File: src/rtl/a1csa_seq_ctrl.sv
// rtl/a1csa_seq_ctrl.sv - multi-cycle WIDTH-bit adder built on one CHUNK-bit add-one carry-select slice
module a1csa_seq_ctrl #(
  parameter int WIDTH = 32,
  parameter int CHUNK = 8
) (
  input  logic             clk,
  input  logic             rst,
  input  logic             in_valid,
  output logic             in_ready,
  input  logic [WIDTH-1:0] a,
  input  logic [WIDTH-1:0] b,
  input  logic             cin,
  output logic             out_valid,
  input  logic             out_ready,
  output logic [WIDTH-1:0] sum,
  output logic             cout,
  output logic             busy
);

  localparam int NCHK = WIDTH / CHUNK;
  localparam int KW   = (NCHK > 1) ? $clog2(NCHK) : 1;
  localparam logic [KW-1:0] KLAST = KW'(NCHK - 1);

  localparam logic [1:0] S_IDLE = 2'd0;
  localparam logic [1:0] S_RUN  = 2'd1;
  localparam logic [1:0] S_DONE = 2'd2;

  logic [1:0]       state;
  logic [KW-1:0]    k;
  logic [WIDTH-1:0] a_r;
  logic [WIDTH-1:0] b_r;
  logic             carry;

  logic [CHUNK-1:0] a_k;
  logic [CHUNK-1:0] b_k;
  logic [CHUNK:0]   s0_full;
  logic [CHUNK-1:0] s0;
  logic [CHUNK-1:0] rs;
  logic             g;
  logic             carry_nxt;

  assign a_k     = a_r[k*CHUNK +: CHUNK];
  assign b_k     = b_r[k*CHUNK +: CHUNK];
  assign s0_full = {1'b0, a_k} + {1'b0, b_k};
  assign s0      = s0_full[CHUNK-1:0];
  assign g       = s0_full[CHUNK];

  // Incoming carry flips bit i only when every lower bit of s0 is one.
  always_comb begin : add_one
    logic pre;
    pre = 1'b1;
    rs  = '0;
    for (int i = 0; i < CHUNK; i++) begin
      rs[i] = (carry & pre) ^ s0[i];
      pre   = pre & s0[i];
    end
  end

  assign carry_nxt = g | (carry & (&s0));

  always_ff @(posedge clk) begin
    if (rst) begin
      state <= S_IDLE;
      k     <= '0;
      a_r   <= '0;
      b_r   <= '0;
      carry <= 1'b0;
      sum   <= '0;
      cout  <= 1'b0;
    end else begin
      case (state)
        S_IDLE: begin
          if (in_valid) begin
            a_r   <= a;
            b_r   <= b;
            carry <= cin;
            k     <= '0;
            state <= S_RUN;
          end
        end
        S_RUN: begin
          sum[k*CHUNK +: CHUNK] <= rs;
          carry                 <= carry_nxt;
          if (k == KLAST) begin
            cout  <= carry_nxt;
            k     <= '0;
            state <= S_DONE;
          end else begin
            k <= k + 1'b1;
          end
        end
        S_DONE: begin
          if (out_ready) state <= S_IDLE;
        end
        default: state <= S_IDLE;
      endcase
    end
  end

  assign in_ready  = (state == S_IDLE);
  assign out_valid = (state == S_DONE);
  assign busy      = (state != S_IDLE);

endmodule

File: config.mk
export PLATFORM = sky130hd
export DESIGN_NAME = a1csa_seq_ctrl
export DESIGN_NICKNAME = d
export VERILOG_FILES = /design/src/rtl/a1csa_seq_ctrl.sv
export SDC_FILE = /design/constraint.sdc
export NUM_CORES = 1
export LEC_CHECK = 0
export CAP_MARGIN = 20
export CORE_MARGIN = 2
export CORE_UTILIZATION = 45
export CTS_BUF_LIST = sky130_fd_sc_hd__clkbuf_16
export DETAILED_ROUTE_END_ITERATION = 16
export GPL_ROUTABILITY_DRIVEN = 0
export PLACE_DENSITY_LB_ADDON = 0.2
export SYNTH_ARGS = -nofsm -noshare
export SYNTH_HDL_FRONTEND = slang
export SYNTH_SLANG_ARGS = --single-unit
File: constraint.sdc
create_clock -name clk -period 5.63 [get_ports clk]
set_input_delay 1.126 -clock clk [delete_from_list [all_inputs] [get_ports clk]]
set_output_delay 1.126 -clock clk [all_outputs]
set_load 0.02 [all_outputs]
==> metrics.csv <==
stage,metric,value,unit
sta,final hold vios,0,
setup_path,Worst Path Arrival,3.88,ns
synth,top-area cell type share of the netlist area,0.456,
routing,total vias in the final route,3831,
pwr,Tot Pwr,1.64,mW
cts,CTS buffer count,9,
setup_path,classification of the worst setup path,flip-flop to flip-flop,
synth,synthesized instance count,501,
sta,maximum clock frequency,273,MHz
cts,CTS root buf,clkbuf_16,
cells_and_area,Final Non-Filler Cells,727,
floorplanning,IO Pins,105,
global_route,first-pass GRT wire length,17900,um
cts,worst skew pair latency,0.34,ns
sta,min cycle time layout,3.67,ns
cells_and_area,"commonest non-fill, non-tap cell in the layout",nand2_1,
cells_and_area,Util after Layout,0.606,
setup_path,cells on worst reg2reg path,11,
sta,setup TNS,0,ns
routing,Final ANT Viol Nets,0,
pwr,Power Density,278,mW/mm^2
place,Placed Instances,711,
floorplanning,full die area,0.0108,mm^2
place,placed cell areas,0.00560,mm^2
setup_path,Startpoint Class,flip-flop,
cells_and_area,final instance area,0.00590,mm^2
synth,"Net Count, Synth",586,
cts,"Reg clk slew, reported paths",0.07,ns
floorplanning,starting density of the core,0.461,
routing,drt pass-1 iters,4,
sta,final setup margin,1.96,ns
pwr,Leak,2.17,nW
place,DP Worst Slack,1.92,ns
floorplanning,CORE AREA,0.00973,mm^2
setup_path,Crit. Startpoint,k[0]$_SDFFE_PP0P_,
cts,maximum root-to-sink buffer count,2,
setup_path,"Data required, critical path",5.84,ns
routing,drc violations,0,
cts,CTS tree,built,
floorplanning,die width,104,um
cells_and_area,share of layout cells above drive strength 1,0.0859,
cells_and_area,Layout Nets,674,
synth,synthesized area,0.00448,mm^2
global_route,GRT Util Overall,0.205,
cells_and_area,Register Area,0.00204,mm^2
sta,setup violators final,0,
cts,# Post-CTS Setup Buffers,0,
synth,sequential area share after synthesis,0.456,
setup_path,Crit. End Element,flip-flop,
place,port buffer count,104,
global_route,initial antenna violation count,0,
synth,Post-synth EDFFs,0,
routing,Wirelength per Cell,15.0,um
routing,Total Wirelength,10900,um
synth,Syn. warnings,0,
floorplanning,die height,104,um
synth,syn_area_per_cell,8.95,um^2
pwr,Worst VDD drop,150,uV
cells_and_area,area of the multi-input gates,0.00229,mm^2
sta,crit share post-route,0.651,
routing,via-per-instance ratio,5.27,
synth,Seq cells post-synth,102,
routing,DR iter-0 viols,143,
cts,Clock Sinks,102,
synth,Post-synth ARST share,0,
sta,worst slew pin tran,1.05,ns
cells_and_area,n_diodes,0,
sta,Worst slew margin,0.297,
run,Max Cap Viol,0,
cts,post-cts gate resize count,0,
global_route,total congestion overflow,0,
setup_path,r2r startpoint,k[0]$_SDFFE_PP0P_,
sta,RSZ-0062 raised after global routing,false,
setup_path,Critical Path Fanout Max,13,
cells_and_area,most frequent cells in the layout,"135 x nand2_1, 103 x clkdlybuf4s50_1, 102 x dfxtp_1, 70 x a21oi_1, 35 x nor2_1",
hold_path,Hold Crit Depth,2,
sta,"Slew Viols, Final",0,
global_route,largest net degree at the start of global routing,63,
hold_path,HP Class,flip-flop to flip-flop,
floorplanning,# rows,36,
sta,Setup Skew,0.00782,ns
run_status,outcome,completed,
synth,largest cells by area after synthesis,"dfxtp_1 46%, nand2_1 11%, mux4_2 8.0%, a21oi_1 7.8%, a22oi_1 4.4%",
cts,htree depth,3,
place,post-DP HPWL,8150,um
global_route,vias in the first global route,3759,
sta,hold_ws,0.453,ns
cells_and_area,# fillers,853,
synth,Synth area leader,dfxtp_1,
cells_and_area,area grow syn2layout,31.5,%
cts,cts hold-fix bufs,0,
synth,Synth cell types,38,
hold_path,hold path start,b_r[17]$_SDFFE_PP0P_,
synth,"Top FF cell, synth",dfxtp_1,
==> power breakdown <==
group	switching, mW	leakage [nW]	internal [mW]	total (mW)
registers	0.0227	0.832	0.754	0.777
logic	0.133	1.19	0.118	0.251
clock network	0.269	0.144	0.342	0.611
==> cell usage after synthesis (2+ instances only) <==
cell / count
clkbuf_1: 23
buf_2: 8
nor4b_2: 2
nand3_1: 2
mux4_2: 16
dfxtp_1: 102
nand2b_1: 5
nor3_1: 2
nor2_1: 35
a22oi_1: 26
xor2_2: 3
o21ai_1: 6
xor2_1: 4
a31oi_1: 3
inv_1: 7
and3_4: 2
o21ai_0: 2
a21o_1: 3
nand3b_1: 9
nand2_1: 136
xnor2_1: 5
a21oi_1: 70
ha_1: 15
==> worst paths after layout <==
check / slack [ns] / to
max: 1.96 / sum[6]$_SDFFE_PP0P_
min: 0.45 / b_r[17]$_SDFFE_PP0P_
max reg2reg: 1.96 / sum[6]$_SDFFE_PP0P_
min reg2reg: 0.45 / b_r[17]$_SDFFE_PP0P_
==> routing by layer <==
| layer | vias to the layer above | track usage | part of all wire | wire length (um) |
|---|---|---|---|---|
| met5 | - | 0 | 0 | 0 |
| met3 | 17 | 0.0371 | 0.042 | 460 |
| met1 | 1831 | 0.251 | 0.43 | 4710 |
| met4 | 0 | 0.0792 | 0.018 | 195 |
| met2 | 95 | 0.359 | 0.51 | 5580 |
| li1 | 1888 | - | - | - |
==> cell type report <==
class	instances	area share
Multi-Input combinational cell	361	0.389
Sequential cell	102	0.346
Timing Repair Buffer	108	0.183
Clock buffer	9	0.0382
Tap cell	133	0.0282
Clock inverter	7	0.0112
Inverter	7	0.00446
==> kinds of logic after synthesis <==
family	share of synthesized area
adder cells (fa/ha/maj)	0.0463
flip-flops	0.456
multiplexers	0.0804
AND/OR/NAND/NOR	0.204
AO/OA/AOI/OAI	0.148
buffers and inverters	0.0341
XOR/XNOR	0.0321
==> critical path, stage by stage, from the launching register on <==
cell	delay, ns
dfxtp_1	0.71
buf_4	0.37
mux4_2	0.53
ha_1	0.22
inv_1	0.07
fa_1	0.45
nand3b_1	0.21
nor2_1	0.20
and3_4	0.25
nand2_1	0.07
xor2_1	0.30
o21ai_0	0.15
==> flip-flops by register name, summed over array words and instances, names as in the netlist <==
signal / flops
a_r: 32
cout: 1
sum: 32
carry: 1
k: 2
b_r: 32
state: 2
(Power assumes the default switching activity.)
